===== src/rtl/pwm_capture_if.sv =====
// Bundle of the measured PWM input and the published measurement results.
interface pwm_capture_if #(
    parameter int unsigned CNT_W = 24
);
    logic             pwm_in;
    logic [CNT_W-1:0] period;
    logic [CNT_W-1:0] low_time;
    logic [6:0]       duty_pct;
    logic             valid;
    logic             no_signal;
    logic             overrun;

    // Drives the PWM pin and observes the results.
    modport master (
        output pwm_in,
        input  period, low_time, duty_pct, valid, no_signal, overrun
    );

    // The capture block itself.
    modport slave (
        input  pwm_in,
        output period, low_time, duty_pct, valid, no_signal, overrun
    );
endinterface


===== src/rtl/pwm_capture.sv =====
// Period / low-time / duty measurement of an active-low PWM input, with timeout.
module pwm_capture #(
    parameter int unsigned      CNT_W   = 24,
    parameter logic [CNT_W-1:0] TIMEOUT = CNT_W'(2_700_000)
) (
    input  logic           clk,
    input  logic           rst_n,
    pwm_capture_if.slave   bus
);

    localparam int unsigned      NUM_W   = CNT_W + 7;
    localparam int unsigned      BIT_W   = $clog2(NUM_W + 1);
    localparam logic [CNT_W-1:0] CNT_ONE = CNT_W'(1);

    typedef enum logic {
        ST_IDLE,
        ST_MEAS
    } meas_state_t;

    typedef enum logic [1:0] {
        DIV_IDLE,
        DIV_RUN,
        DIV_DONE
    } div_state_t;

    meas_state_t      meas_state;
    div_state_t       div_state;

    logic             sync1;
    logic             pwm_s;
    logic             pwm_d;
    logic             fall;

    logic [CNT_W-1:0] cnt;
    logic [CNT_W-1:0] low_acc;
    logic [CNT_W-1:0] period_c;
    logic [CNT_W-1:0] low_c;

    logic [NUM_W-1:0] num;
    logic [CNT_W-1:0] rem;
    logic [BIT_W-1:0] bit_cnt;
    logic [CNT_W:0]   rem_sh;
    logic [CNT_W:0]   rem_sub;
    logic             rem_ge;

    logic [CNT_W-1:0] period_q;
    logic [CNT_W-1:0] low_q;
    logic [6:0]       duty_q;
    logic             valid_q;
    logic             no_sig_q;
    logic             overrun_q;

    // Resync the asynchronous pin; flops reset high (idle level) so reset alone never fakes a fall.
    always_ff @(posedge clk or negedge rst_n) begin
        if (!rst_n) begin
            sync1 <= 1'b1;
            pwm_s <= 1'b1;
            pwm_d <= 1'b1;
        end else begin
            sync1 <= bus.pwm_in;
            pwm_s <= sync1;
            pwm_d <= pwm_s;
        end
    end

    assign fall = pwm_d & ~pwm_s;

    // One restoring-division step: remainder shifted with the next numerator bit, trial subtract.
    assign rem_sh  = {rem, num[NUM_W-1]};
    assign rem_ge  = (rem_sh >= {1'b0, period_c});
    assign rem_sub = rem_sh - {1'b0, period_c};

    // Measurement FSM, divider FSM and the published result registers.
    always_ff @(posedge clk or negedge rst_n) begin
        if (!rst_n) begin
            meas_state <= ST_IDLE;
            div_state  <= DIV_IDLE;
            cnt        <= '0;
            low_acc    <= '0;
            period_c   <= '0;
            low_c      <= '0;
            num        <= '0;
            rem        <= '0;
            bit_cnt    <= '0;
            period_q   <= '0;
            low_q      <= '0;
            duty_q     <= '0;
            valid_q    <= 1'b0;
            no_sig_q   <= 1'b1;
            overrun_q  <= 1'b0;
        end else begin
            valid_q   <= 1'b0;
            overrun_q <= 1'b0;

            // Divider: one quotient bit per cycle, quotient accumulates in num's low bits.
            case (div_state)
                DIV_RUN: begin
                    rem     <= rem_ge ? rem_sub[CNT_W-1:0] : rem_sh[CNT_W-1:0];
                    num     <= {num[NUM_W-2:0], rem_ge};
                    bit_cnt <= bit_cnt - BIT_W'(1);
                    if (bit_cnt == BIT_W'(1)) begin
                        div_state <= DIV_DONE;
                    end
                end
                DIV_DONE: begin
                    period_q  <= period_c;
                    low_q     <= low_c;
                    duty_q    <= num[6:0];
                    valid_q   <= 1'b1;
                    no_sig_q  <= 1'b0;
                    div_state <= DIV_IDLE;
                end
                default: begin
                    div_state <= DIV_IDLE;
                end
            endcase

            // Measurement: a fall closes one period and opens the next; a fall always beats timeout.
            case (meas_state)
                ST_IDLE: begin
                    if (fall) begin
                        cnt        <= CNT_ONE;
                        low_acc    <= CNT_ONE;
                        meas_state <= ST_MEAS;
                    end
                end
                ST_MEAS: begin
                    if (fall) begin
                        cnt     <= CNT_ONE;
                        low_acc <= CNT_ONE;
                        if (div_state == DIV_IDLE) begin
                            period_c  <= cnt;
                            low_c     <= low_acc;
                            num       <= NUM_W'(low_acc) * NUM_W'(100);
                            rem       <= '0;
                            bit_cnt   <= BIT_W'(NUM_W);
                            div_state <= DIV_RUN;
                        end else begin
                            overrun_q <= 1'b1;
                        end
                    end else if (cnt == TIMEOUT) begin
                        meas_state <= ST_IDLE;
                        cnt        <= '0;
                        low_acc    <= '0;
                        no_sig_q   <= 1'b1;
                        period_q   <= '0;
                        low_q      <= '0;
                        duty_q     <= pwm_s ? 7'd0 : 7'd100;
                        valid_q    <= 1'b1;
                    end else begin
                        cnt <= cnt + CNT_ONE;
                        if (!pwm_s && (low_acc != TIMEOUT)) begin
                            low_acc <= low_acc + CNT_ONE;
                        end
                    end
                end
                default: begin
                    meas_state <= ST_IDLE;
                end
            endcase
        end
    end

    assign bus.period    = period_q;
    assign bus.low_time  = low_q;
    assign bus.duty_pct  = duty_q;
    assign bus.valid     = valid_q;
    assign bus.no_signal = no_sig_q;
    assign bus.overrun   = overrun_q;

endmodule

===== src/flat_wrapper.sv =====
// flat-port wrapper written by rule: the top's interface ports become plain ports
module pwm_capture_flat 
#(
    parameter int unsigned      CNT_W   = 24,
    parameter logic [CNT_W-1:0] TIMEOUT = CNT_W'(2_700_000)
)
  (clk, rst_n, bus_pwm_in, bus_period, bus_low_time, bus_duty_pct, bus_valid, bus_no_signal, bus_overrun);
  pwm_capture_if #(.CNT_W(CNT_W)) bus_i ();
  input  logic clk;
  input  logic rst_n;
  input wire logic [$bits(bus_i.pwm_in)-1:0] bus_pwm_in;
  output wire logic [$bits(bus_i.period)-1:0] bus_period;
  output wire logic [$bits(bus_i.low_time)-1:0] bus_low_time;
  output wire logic [$bits(bus_i.duty_pct)-1:0] bus_duty_pct;
  output wire logic [$bits(bus_i.valid)-1:0] bus_valid;
  output wire logic [$bits(bus_i.no_signal)-1:0] bus_no_signal;
  output wire logic [$bits(bus_i.overrun)-1:0] bus_overrun;
  assign bus_i.pwm_in = bus_pwm_in;
  assign bus_period = bus_i.period;
  assign bus_low_time = bus_i.low_time;
  assign bus_duty_pct = bus_i.duty_pct;
  assign bus_valid = bus_i.valid;
  assign bus_no_signal = bus_i.no_signal;
  assign bus_overrun = bus_i.overrun;
  pwm_capture #(.CNT_W(CNT_W), .TIMEOUT(TIMEOUT)) u_core (.clk(clk), .rst_n(rst_n), .bus(bus_i));
endmodule

===== config.mk =====
export PLATFORM = sky130hd
export DESIGN_NAME = pwm_capture_flat
export DESIGN_NICKNAME = d
export VERILOG_FILES = /design/src/rtl/pwm_capture_if.sv /design/src/rtl/pwm_capture.sv /design/src/flat_wrapper.sv
export SDC_FILE = /design/constraint.sdc
export NUM_CORES = 1
export LEC_CHECK = 0
export CAP_MARGIN = 20
export CORE_MARGIN = 2
export CORE_UTILIZATION = 40
export CTS_CLUSTER_DIAMETER = 80
export DETAILED_ROUTE_END_ITERATION = 8
export SYNTH_ARGS = -nofsm -noshare
export SYNTH_HDL_FRONTEND = slang
export SYNTH_SLANG_ARGS = --single-unit

===== constraint.sdc =====
create_clock -name clk -period 9.8 [get_ports clk]
set_input_delay 1.47 -clock clk [delete_from_list [all_inputs] [get_ports clk]]
set_output_delay 1.47 -clock clk [all_outputs]
set_load 0.02 [all_outputs]

==> Implementation_results.wiki <==
{| class="wikitable"
! Metric !! Value
|-
| Worst-path maximum fanout || 5
|-
| Final setup slack of the worst path || ~6000 ps
|-
| Hold-fix buffers, CTS || 0
|-
| EDFF count, synth || 0
|-
| Total CTS buffers || 26
|-
| Pin count of the biggest net entering global routing || 100
|-
| Global-route wire length before repair || about 55000 um
|-
| IO Count || a little over 60
|-
| FILL cells || around 3300
|-
| Total of flip-flops plus latches after synthesis || 220
|-
| Setup TNS after final layout || 0 ps
|-
| Synth warnings || 0
|-
| Worst IR drop on VDD || roughly 0.00015 V
|-
| Total routed wirelength || 32500 um
|-
| Final Slew Violations || 0
|-
| Classification of the worst-slack hold path || register to register
|-
| Required time of the critical path || 10170 ps
|-
| Total Die Area || 35000 um2
|-
| Buffer type at the clock tree root || clkbuf_16
|-
| Routed Antenna Nets || 0
|-
| Post-synthesis sequential area ratio || 0.411
|-
| Crit path kind || register to register
|-
| Final Hold Fails || 0
|-
| Clock Path Buffers || 3
|-
| Antenna violations before repair || 0
|-
| Slew HR || 0.321
|-
| FMAX || approximately 250 MHz
|-
| Detailed-placement wirelength estimate || 23300 um
|-
| Mean area per synthesized cell || between 8 and 9 um2
|-
| Synthesized netlist net count || ~1700
|-
| Post-synth cell types || 71
|-
| Mean number of vias per cell || between 5 and 6
|-
| Wire length per cell after detailed routing || roughly 16 um
|-
| Number of inserted diodes || 0
|-
| Setup Viol. Count Final || 0
|-
| Share of the clock period used by the worst path after layout || 0.401
|-
| Overall Global Routing Usage || 0.189
|-
| Post-synth ARST share || 1.00
|-
| IO Port Bufs || 60
|-
| Commonest cells after routing, fill and taps aside || nand2_1, dfrtp_1, inv_1, a21oi_1, ha_1
|-
| Max_cap viols || 0
|-
| Net count reported at finish || ~1700
|-
| Arr. time, crit path || approximately 4300 ps
|-
| Relative area change from synthesis to final layout || 14.8%
|-
| TritonCTS clock tree || done
|-
| Areal power density over the cells || 225 nW/um2
|-
| Reg clk slew, reported paths || 60 ps
|-
| Gpl congestion || 0.876
|-
| Status || finished, final reports clean
|-
| Level count of the clock H-tree || 1
|-
| Number of remaining DRC errors || 0
|-
| Synthesized instance count || 1517
|-
| Dominant register cell in the synthesized netlist || dfrtp_1
|-
| Die X-Extent || 187 um
|-
| Clock skew || 19.4 ps
|-
| Starting Density || 0.402
|-
| Vert. Die Dim || roughly 190 um
|-
| Worst slack, placed || a little under 6000 ps
|-
| CP endpoint kind || register
|-
| Iteration-0 DRC Markers || around 540
|-
| Hold_ws || ~360 ps
|-
| Fraction of layout cells with a size suffix above 1 || 0.0558
|-
| Clock sink total || 220
|-
| Crit path launch type || register
|-
| Resized cells post-CTS || 0
|-
| GR Overflow Total || 0
|-
| Placeable core region || around 33000 um2
|-
| Leakage dissipation || around 7.4 nW
|-
| Worst Tran Pin Value || about 1000 ps
|-
| Unrepaired setup endpoints after global routing || false
|-
| Cell area after synthesis || approximately 13000 um2
|-
| Count of vias placed by the detailed router || roughly 10000
|-
| Standard-cell rows || 67
|-
| First-pass detailed-route iteration total || 5
|-
| Minimum clock period after layout || 3930 ps
|-
| Setup repair bufs after CTS || 0
|-
| Most common cell after layout, fill and taps aside || nand2_1
|-
| Via count of the first global-routing pass || roughly 11000
|-
| Clock latency reported for the late side of the worst-skew pair || 530 ps
|}
==> Yosys cell counts, types with 9 or more instances <==
cell type / n / share of area
a211oi_1: 17 / 0.0095
a21o_1: 25 / 0.014
a21oi_1: 126 / 0.047
a31oi_1: 16 / 0.0075
and2_1: 10 / 0.0047
and3_1: 26 / 0.012
buf_1: 9 / 0.0025
clkbuf_1: 49 / 0.014
dfrtp_1: 216 / 0.40
fa_1: 20 / 0.030
ha_1: 115 / 0.11
inv_1: 132 / 0.037
mux2i_1: 21 / 0.016
nand2_1: 281 / 0.079
nand3_1: 30 / 0.011
nand4_1: 11 / 0.0051
nor2_1: 82 / 0.023
nor3_1: 15 / 0.0056
o211ai_1: 10 / 0.0056
o21ai_0: 92 / 0.034
o21ai_1: 33 / 0.012
xnor2_1: 47 / 0.031
xor2_1: 20 / 0.013
==> final timing paths <==
path / cells after the start / slack (ps) / end / start
setup / recovery: 14 / 5870 / u_core.num[24] / u_core.low_acc[6]
hold / removal: 0 / 360 / u_core.pwm_s / u_core.sync1
setup reg to reg: 14 / 5870 / u_core.num[24] / u_core.low_acc[6]
hold reg to reg: 0 / 360 / u_core.pwm_s / u_core.sync1
max in group asynchronous: 2 / 7400 / u_core.low_acc[7] / rst_n
min in group asynchronous: 1 / 900 / u_core.bus.period[18] / rst_n
==> metal layers <==
layer	global-route usage	vias up	part of all wire
li1	-	5234	-
met1	0.257	5064	0.48
met2	0.320	152	0.46
met3	0.0206	45	0.028
met4	0.0537	0	0.028
met5	0	-	0
==> critical path, cell delays in order, from the launching register on <==
cell and delay (ps):
dfrtp_1 470, ha_1 300, ha_1 300, inv_1 50
fa_1 490, inv_1 40, ha_1 340, a2111oi_0 460
a22oi_1 210, a21oi_2 300, o21bai_1 90, a21o_1 210
a21o_1 180, a211oi_1 240, o31ai_1 100
==> cells by family after synthesis <==
logic type,synth area share
and+or+nand+nor,0.173
muxes,0.0165
adders and majority gates,0.137
xor gates and xnor gates,0.0438
buffers and inverters,0.0558
AOI/OAI and AO/OA,0.162
DFF,0.411
==> sequential cells by signal, summed over array words and instances (netlist names) <==
| signal | cells |
|---|---|
| u_core.pwm_d | 1 |
| u_core.num | 31 |
| u_core.low_acc | 24 |
| u_core.rem | 24 |
| u_core.bus.no_signal | 1 |
| u_core.div_state | 2 |
| u_core.bus.duty_pct | 7 |
| u_core.bus.overrun | 1 |
| u_core.bus.period | 24 |
| u_core.bit_cnt | 5 |
| u_core.cnt | 24 |
| u_core.low_c | 24 |
| u_core.meas_state | 1 |
| u_core.period_c | 24 |
| u_core.bus.valid | 1 |
| u_core.pwm_s | 1 |
| u_core.sync1 | 1 |
| u_core.bus.low_time | 24 |
==> layout make-up <==
cell class | count | area, um2 | area share
tap | 448 | 561 | 0.0365
multi-input combinational | 1102 | 7180 | 0.467
timing repair buffer | 74 | 711 | 0.0462
clock buffer | 37 | 773 | 0.0503
inverter | 133 | 500 | 0.0326
clock inverter | 11 | 138 | 0.00895
sequential | 220 | 5510 | 0.358
==> metrics by stage <==
| stage | area (um2) | std cells | total power [W] | utilization |
|---|---|---|---|---|
| 6_report | 15400 | 2025 | 0.00346 | 0.462 |
| 5_1_grt | 15400 | 2025 | 0.00371 | 0.462 |
| 4_1_cts | 15400 | 2025 | 0.00349 | 0.462 |
| 3_5_place_dp | 14500 | 1977 | 0.00246 | 0.435 |
| 3_3_place_gp | 14500 | 1977 | 0.00243 | 0.435 |
| 2_1_floorplan | 13400 | 1517 | 0.00216 | - |
==> report_power, final <==
group | switching, W | internal, W | leakage, nW | total, W
clock | 0.000385 | 0.000626 | 0.443 | 0.00101
combinational | 0.000701 | 0.000534 | 4.00 | 0.00124
sequential | 0.000133 | 0.00108 | 2.91 | 0.00121
Note: power is estimated with default switching activity, not from simulation.
